`config.mk`:
```
export PLATFORM = sky130hd
export DESIGN_NAME = cdb_broadcast
export DESIGN_NICKNAME = d
export VERILOG_FILES = /design/src/rtl/cdb_broadcast.sv
export SDC_FILE = /design/constraint.sdc
export NUM_CORES = 1
export LEC_CHECK = 0
export ABC_AREA = 1
export CELL_PAD_IN_SITES_DETAIL_PLACEMENT = 2
export CELL_PAD_IN_SITES_GLOBAL_PLACEMENT = 2
export CORE_MARGIN = 1.5
export CORE_UTILIZATION = 33
export CTS_BUF_LIST = sky130_fd_sc_hd__clkbuf_8
export DETAILED_ROUTE_END_ITERATION = 6
export HOLD_SLACK_MARGIN = 0.02
export PLACE_DENSITY_LB_ADDON = 0.1
export SYNTH_ARGS = -nofsm -noshare
export SYNTH_HDL_FRONTEND = slang
export SYNTH_SLANG_ARGS = --single-unit
```
`constraint.sdc`:
```
create_clock -name clock -period 12.6 [get_ports clock]
set_input_delay 2.52 -clock clock [delete_from_list [all_inputs] [get_ports clock]]
set_output_delay 2.52 -clock clock [all_outputs]
set_load 0.02 [all_outputs]
```
`src/rtl/cdb_broadcast.sv`:
```
// Common Data Bus arbiter/driver: picks up to SS_SIZE completion tags per cycle
// round-robin across functional units, holding losers in a one-entry per-FU slot.
module cdb_broadcast #(
  parameter int NUM_FU  = 5,
  parameter int SS_SIZE = 2,
  parameter int TAG_W   = 6,
  localparam int PTR_W  = (NUM_FU > 1) ? $clog2(NUM_FU) : 1
) (
  input  logic                            clock,
  input  logic                            reset,
  input  logic                            branch_not_taken,
  input  logic [NUM_FU-1:0]               done_valid,
  input  logic [NUM_FU-1:0][TAG_W-1:0]    done_tag,
  output logic [NUM_FU-1:0]               fu_stall,
  output logic [SS_SIZE-1:0]              cdb_en,
  output logic [SS_SIZE-1:0][TAG_W:0]     cdb_tag
);

  logic [NUM_FU-1:0]              slot_valid_reg;
  logic [NUM_FU-1:0]              slot_valid_next;
  logic [NUM_FU-1:0][TAG_W-1:0]   slot_tag_reg;
  logic [NUM_FU-1:0][TAG_W-1:0]   slot_tag_next;
  logic [PTR_W-1:0]               rr_ptr_reg;
  logic [PTR_W-1:0]               rr_ptr_next;

  logic [NUM_FU-1:0]              req;
  logic [NUM_FU-1:0]              grant;
  logic [NUM_FU-1:0][TAG_W-1:0]   src_tag;
  logic [SS_SIZE-1:0]             lane_en_next;
  logic [SS_SIZE-1:0][TAG_W:0]    lane_tag_next;

  assign fu_stall = slot_valid_reg;

  // A held slot always wins over the live input; a live input on a stalled FU is ignored.
  for (genvar gi = 0; gi < NUM_FU; gi++) begin : g_fu
    assign req[gi]     = slot_valid_reg[gi] | (done_valid[gi] & ~slot_valid_reg[gi]);
    assign src_tag[gi] = slot_valid_reg[gi] ? slot_tag_reg[gi] : done_tag[gi];

    always_comb begin
      slot_valid_next[gi] = req[gi] & ~grant[gi];
      slot_tag_next[gi]   = slot_tag_reg[gi];
      if (req[gi] && !grant[gi]) begin
        slot_tag_next[gi] = src_tag[gi];
      end
    end
  end

  // Rotating scan from rr_ptr; grants pack into the lowest free lane in scan order.
  always_comb begin
    int               idx;
    int               cnt;
    logic             any_grant;
    logic [PTR_W-1:0] last_idx;

    grant         = '0;
    lane_en_next  = '0;
    lane_tag_next = '0;
    cnt           = 0;
    idx           = 0;
    any_grant     = 1'b0;
    last_idx      = rr_ptr_reg;

    for (int j = 0; j < NUM_FU; j++) begin
      idx = int'(rr_ptr_reg) + j;
      if (idx >= NUM_FU) begin
        idx = idx - NUM_FU;
      end
      if (req[idx] && (cnt < SS_SIZE)) begin
        grant[idx]         = 1'b1;
        lane_en_next[cnt]  = 1'b1;
        lane_tag_next[cnt] = {1'b1, src_tag[idx]};
        cnt                = cnt + 1;
        any_grant          = 1'b1;
        last_idx           = idx[PTR_W-1:0];
      end
    end

    rr_ptr_next = rr_ptr_reg;
    if (any_grant) begin
      if (last_idx == PTR_W'(NUM_FU - 1)) begin
        rr_ptr_next = '0;
      end else begin
        rr_ptr_next = last_idx + PTR_W'(1);
      end
    end
  end

  always_ff @(posedge clock or negedge reset) begin
    if (!reset) begin
      slot_valid_reg <= '0;
      slot_tag_reg   <= '0;
      rr_ptr_reg     <= '0;
      cdb_en         <= '0;
      cdb_tag        <= '0;
    end else if (branch_not_taken) begin
      // Squash: drop held and incoming completions, keep the fairness pointer.
      slot_valid_reg <= '0;
      cdb_en         <= '0;
      cdb_tag        <= '0;
    end else begin
      slot_valid_reg <= slot_valid_next;
      slot_tag_reg   <= slot_tag_next;
      rr_ptr_reg     <= rr_ptr_next;
      cdb_en         <= lane_en_next;
      cdb_tag        <= lane_tag_next;
    end
  end

`ifndef SYNTHESIS
  a_no_done_while_stalled: assert property (
    @(posedge clock) disable iff (!reset) ((done_valid & slot_valid_reg) == '0)
  );
`endif

endmodule

```
After elaboration in Yosys (flattened, before gate mapping)
Index checks and enable logic that the tools add are counted.
{"block": "op_classes", "addsub": 13, "mux": 102, "n_eq_ne": 1, "n_reduce_logical": 29, "magnitude_cmp": 27, "bitwise": 34}
{"operator": "32-bit by 1-bit >= comparator with 1-bit output (second input constant)", "n": 9}
{"operator": "32-bit by 3-bit less-than comparator with 1-bit output (second input constant)", "n": 8}
{"operator": "32-bit 2-to-1 mux", "n": 8}
{"operator": "32-bit by 5-bit less-than comparator with 1-bit output (second input constant)", "n": 5}
{"operator": "32-bit by 2-bit adder with 32-bit output (second input constant)", "n": 3}
{"operator": "6-bit binary-select mux with 3-bit select", "n": 5}
{"operator": "6-bit 2-to-1 mux", "n": 15}
{"operator": "14-bit 2-to-1 mux", "n": 5}
{"operator": "14-bit bitwise mux", "n": 4}
{"operator": "7-bit 2-to-1 mux", "n": 5}
{"operator": "5-bit 2-to-1 mux", "n": 6}
{"operator": "7-bit demux with 1-bit select", "n": 4}
{"operator": "1-bit 2-to-1 mux", "n": 25}
{"operator": "5-bit OR", "n": 4}
{"operator": "4-bit by 3-bit subtractor with 5-bit output (second input constant)", "n": 4}
{"operator": "1-bit logical AND", "n": 18}
{"operator": "3-bit 2-to-1 mux", "n": 6}
{"operator": "4-bit by 3-bit >= comparator with 1-bit output (second input constant)", "n": 4}
{"operator": "1-bit binary-select mux with 3-bit select", "n": 5}
{"operator": "1-bit demux with 3-bit select", "n": 5}
{"operator": "2-bit AND reduction", "n": 6}
{"operator": "1-bit NOT", "n": 11}
{"operator": "1-bit AND", "n": 10}
{"operator": "2-bit 2-to-1 mux", "n": 5}
{"operator": "12 further kinds", "n": 26}
{"block": "word_totals", "in_bits": 38, "regBits": 54, "out_inout_bits": 21}

Depth between registers and ports, before layout
{"block": "depth", "depth_word": 23, "mapped_depth": 33, "mapped_depth_nobuf": 31}

Worst setup path before layout
No wires, ideal clock.
{"block": "synth_timing", "kind": "input to register", "start": "input done_valid[2]", "end": "register rr_ptr_reg[2]", "slack_ns": 7.038, "t_arrival_ns": 5.498, "n_path_buf": 1, "path_stages": 25, "t_required_ns": 12.535, "setup_time_ns": 0.065, "path_cell_list": "nor2_1 > inv_1 > nand2_1 > nand3_1 > nand3_2 > inv_2 > buf_4 > ha_1 > inv_1 > nand2_4 > nand2_4 > nand2_1 > ha_1 > o21a_1 > nor2_2 > nand3_4 > o21ai_0 > inv_1 > a21oi_1 > inv_1 > ha_1 > nand3b_1 > nand2_1 > nand2_1 > nand2_1"}
{"block": "synth_between", "elab_chain_len": 20}
{"item": "from (decl)", "line_no": "12", "rtl": "input logic [NUM_FU-1:0] done_valid,"}
{"item": "1-bit AND *", "line_no": "36", "rtl": "assign req[gi] = slot_valid_reg[gi] | (done_valid[gi] & ~slot_valid_reg[gi]);"}
{"item": "1-bit OR *", "line_no": "36"}
{"item": "1-bit binary-select mux with 3-bit select", "line_no": "68", "rtl": "if (req[idx] && (cnt < SS_SIZE)) begin"}
{"item": "1-bit 2-to-1 mux (implied by the code) (2 in a row)", "line_no": "68"}
{"item": "1-bit 2-to-1 mux", "line_no": "68"}
{"item": "32-bit by 3-bit less-than comparator with 1-bit output", "line_no": "68"}
{"item": "1-bit logical AND", "line_no": "68"}
{"item": "32-bit 2-to-1 mux", "line_no": "68"}
{"item": "(+3 left out)"}
{"item": "32-bit by 3-bit less-than comparator with 1-bit output", "line_no": "68"}
{"item": "1-bit logical AND", "line_no": "68"}
{"item": "32-bit 2-to-1 mux", "line_no": "68"}
{"item": "32-bit by 3-bit less-than comparator with 1-bit output", "line_no": "68"}
{"item": "1-bit logical AND", "line_no": "68"}
{"item": "3-bit 2-to-1 mux", "line_no": "68"}
{"item": "3-bit by 1-bit adder with 3-bit output or 3-bit == test (tied branches)", "line_no": "83, 80"}
{"item": "3-bit 2-to-1 mux", "line_no": "80", "rtl": "if (last_idx == PTR_W'(NUM_FU - 1)) begin"}
{"item": "to (signal assigned)", "line_no": "103", "rtl": "rr_ptr_reg <= rr_ptr_next;"}
{"item": "to (decl)", "line_no": "23", "rtl": "logic [PTR_W-1:0] rr_ptr_reg;"}
Mark *: on every way between the ends. The rest lies on a longest branch, timed or not. The select of a mux whose other input is x is not followed.
A chain may end at the register's enable or synchronous reset.

Final worst setup path
{"block": "layout_timing", "start": "input done_valid[4]", "end": "register rr_ptr_reg[2]"}
The elaborated chain is that of the path after synthesis.

==> flow_metrics.tcl <==
set metrics [dict create \
    synthArstFlopShare_pct 100 \
    final_core_util_pct 39.2 \
    final_cell_mix "nand2_1 (223), o21ai_0 (114), inv_1 (111)" \
    finalSetupTns_ns 0 \
    synth.net_count 948 \
    track_usage_pct 30.8 \
    grt_max_degree 53 \
    final_common_cell "nand2_1" \
    hold_buffers 0 \
    grt_pass1_vias 7211 \
    worstSetupEndpointType "flop" \
    ctsHtreeMaxLevel 2 \
    overflow 0 \
    num_vias 6535 \
    placed_area_um2 6380 \
    status "finished, final reports clean" \
    drc_errors 0 \
    die_y_um 133 \
    dr.pass1.iters 5 \
    crit_slowest_cell "nor2_1" \
    cts_num_sinks 52 \
    synthFlopType "dfrtp_1" \
    viasPerCell 5.65 \
    synth_cells 888 \
    num_rows 47 \
    clockBufferDepth 2 \
    antenna_found_initial 0 \
    post_cts_resized 0 \
    synth.area.top_cells "dfrtp_1 (23%), nand2_1 (15%), o21ai_0 (10%)" \
    layout-drive-gt1-share_pct 9.39 \
    design_area_um2 6490 \
    finalMaxSlewViolations 0 \
    grt_setup_unrepaired "false" \
    die-width_um 133 \
    syn2layout_area_growth_pct 15.6 \
    largest_reg_flops 30 \
    start_util_pct 33.9 \
    grt_pass1_wl_um 41700 \
    ant_nets 0 \
    ys_seq_area_share_pct 23.2 \
    worstMarginPinSlew_ns 0.994 \
    cts_tree "built" \
    place_congestion 0.958 \
    max_freq_ghz 0.158 \
    fin_skew_ns 0.0124 \
    timing.final.ws_setup_ns 6.26 \
    cp-start-kind "input pin" \
    setup_violations 0 \
    min_period_ns 6.34 \
    insertion_delay_ns 0.34 \
    crit_top_cell "nand2_1" \
    fin_nets 996 \
    clock_tree.root_cell "clkbuf_8" \
    synth-seq-cells 52 \
    ys_warn_count 0 \
    hold_class "flop to flop" \
    hold_viol_final 0 \
    hpwlAfterDp_um 22100 \
    synth_edf_count 0 \
    avgSynthCellArea_um2 6.32 \
    post_synth_num_cell_types 50 \
    die_area_um2 17800 \
    arrival_ns 6.63 \
    synth_top_cell_by_area "dfrtp_1" \
    antennaDiodeCount 0 \
    cts_setup_buffers 0 \
    wirelength_um 26900 \
    cpPeakStageDelay_ns 0.44 \
    synthesis.area_um2 5620 \
    clk_pin_slew_worst_paths_ns 0.12 \
    drv_cap 0 \
    io-pin-count 59 \
    crit_fanout 13 \
    finalCritPeriodShare_pct 50.3 \
    drtIter0Drc 244 \
    wire_per_inst_um 23.3 \
    worstSetupPathType "input pin to flop" \
    maxSlewHeadroom_pct 33.1 \
    core_region_area_um2 16600 \
    crit_required_ns 12.89 \
    dp_worst_setup_slack_ns 5.88 \
    cts_buffers 5 \
    synth_top_area_share_pct 23.2 \
    numPortBuffers 58 \
]
-- cells by family after synthesis --
| kind of cell | share of synthesized area, % |
|---|---|
| multiplexers | 0.535 |
| AND/OR/NAND/NOR | 34.7 |
| flip-flops | 23.2 |
| adder cells (fa/ha/maj) | 5.04 |
| AO/OA/AOI/OAI | 24.0 |
| XOR/XNOR | 1.18 |
| buffers and inverters | 11.3 |
-- Yosys cell counts, drive strengths merged (3+ instances only) --
library cell	instances
dfrtp	52
nor3	14
a31oi	5
xor2	5
a211oi	6
nor2	77
buf	14
nand3b	3
clkbuf	13
mux2i	3
ha	21
o21ai	145
o22ai	8
nand4	19
nand3	58
a21oi	50
inv	124
o211ai	8
nand2	241
o32a	4
o2111ai	4
-- path summary, 6_finish.rpt --
kind                                       from          endpoint  slack (ns)  cells past startpoint
max in group asynchronous                 reset       cdb_tag[11]        9.80                      2
worst max register to register    rr_ptr_reg[1]     rr_ptr_reg[2]        6.68                     28
worst max-delay path              done_valid[4]     rr_ptr_reg[2]        6.26                     25
min in group asynchronous                 reset  slot_tag_reg[12]        2.31                      2
worst min-delay path            slot_tag_reg[5]   slot_tag_reg[5]        0.50                      2
worst min register to register  slot_tag_reg[5]   slot_tag_reg[5]        0.50                      2
-- metrics by stage --
stage	hold slack [ns]	std cells
final	0.502	1157
after global routing	0.535	1157
after CTS	0.509	1157
after detailed placement	0.482	1149
after global placement	0.465	1149
after floorplan	0.446	888
-- critical path: cells and delay by family --
family	cells	cell delay (ns)
AND/OR/NAND/NOR	13	1.76
buffers and inverters	6	1.04
adder cells (fa/ha/maj)	3	0.74
AO/OA/AOI/OAI	3	0.57
-- cell type report --
| cell class | instances | area, µm² |
|---|---|---|
| fill | 2105 | 10100 |
| multi-input combinational | 684 | 3680 |
| sequential | 52 | 1300 |
| timing repair buffer | 68 | 651 |
| inverter | 125 | 472 |
| tap | 220 | 275 |
| clock buffer | 5 | 68.8 |
| clock inverter | 3 | 46.3 |
-- per-layer routing --
metal | track usage [%] | routed length, µm | vias to the layer above
li1 | - | - | 3043
met1 | 36.5 | 11300 | 3297
met2 | 57.8 | 13900 | 149
met3 | 2.59 | 766 | 46
met4 | 10.7 | 924 | 0
met5 | 0 | 0 | -
Power is not shown: default switching activity piles up to over one toggle a cycle in this logic, so the estimate is an artifact.
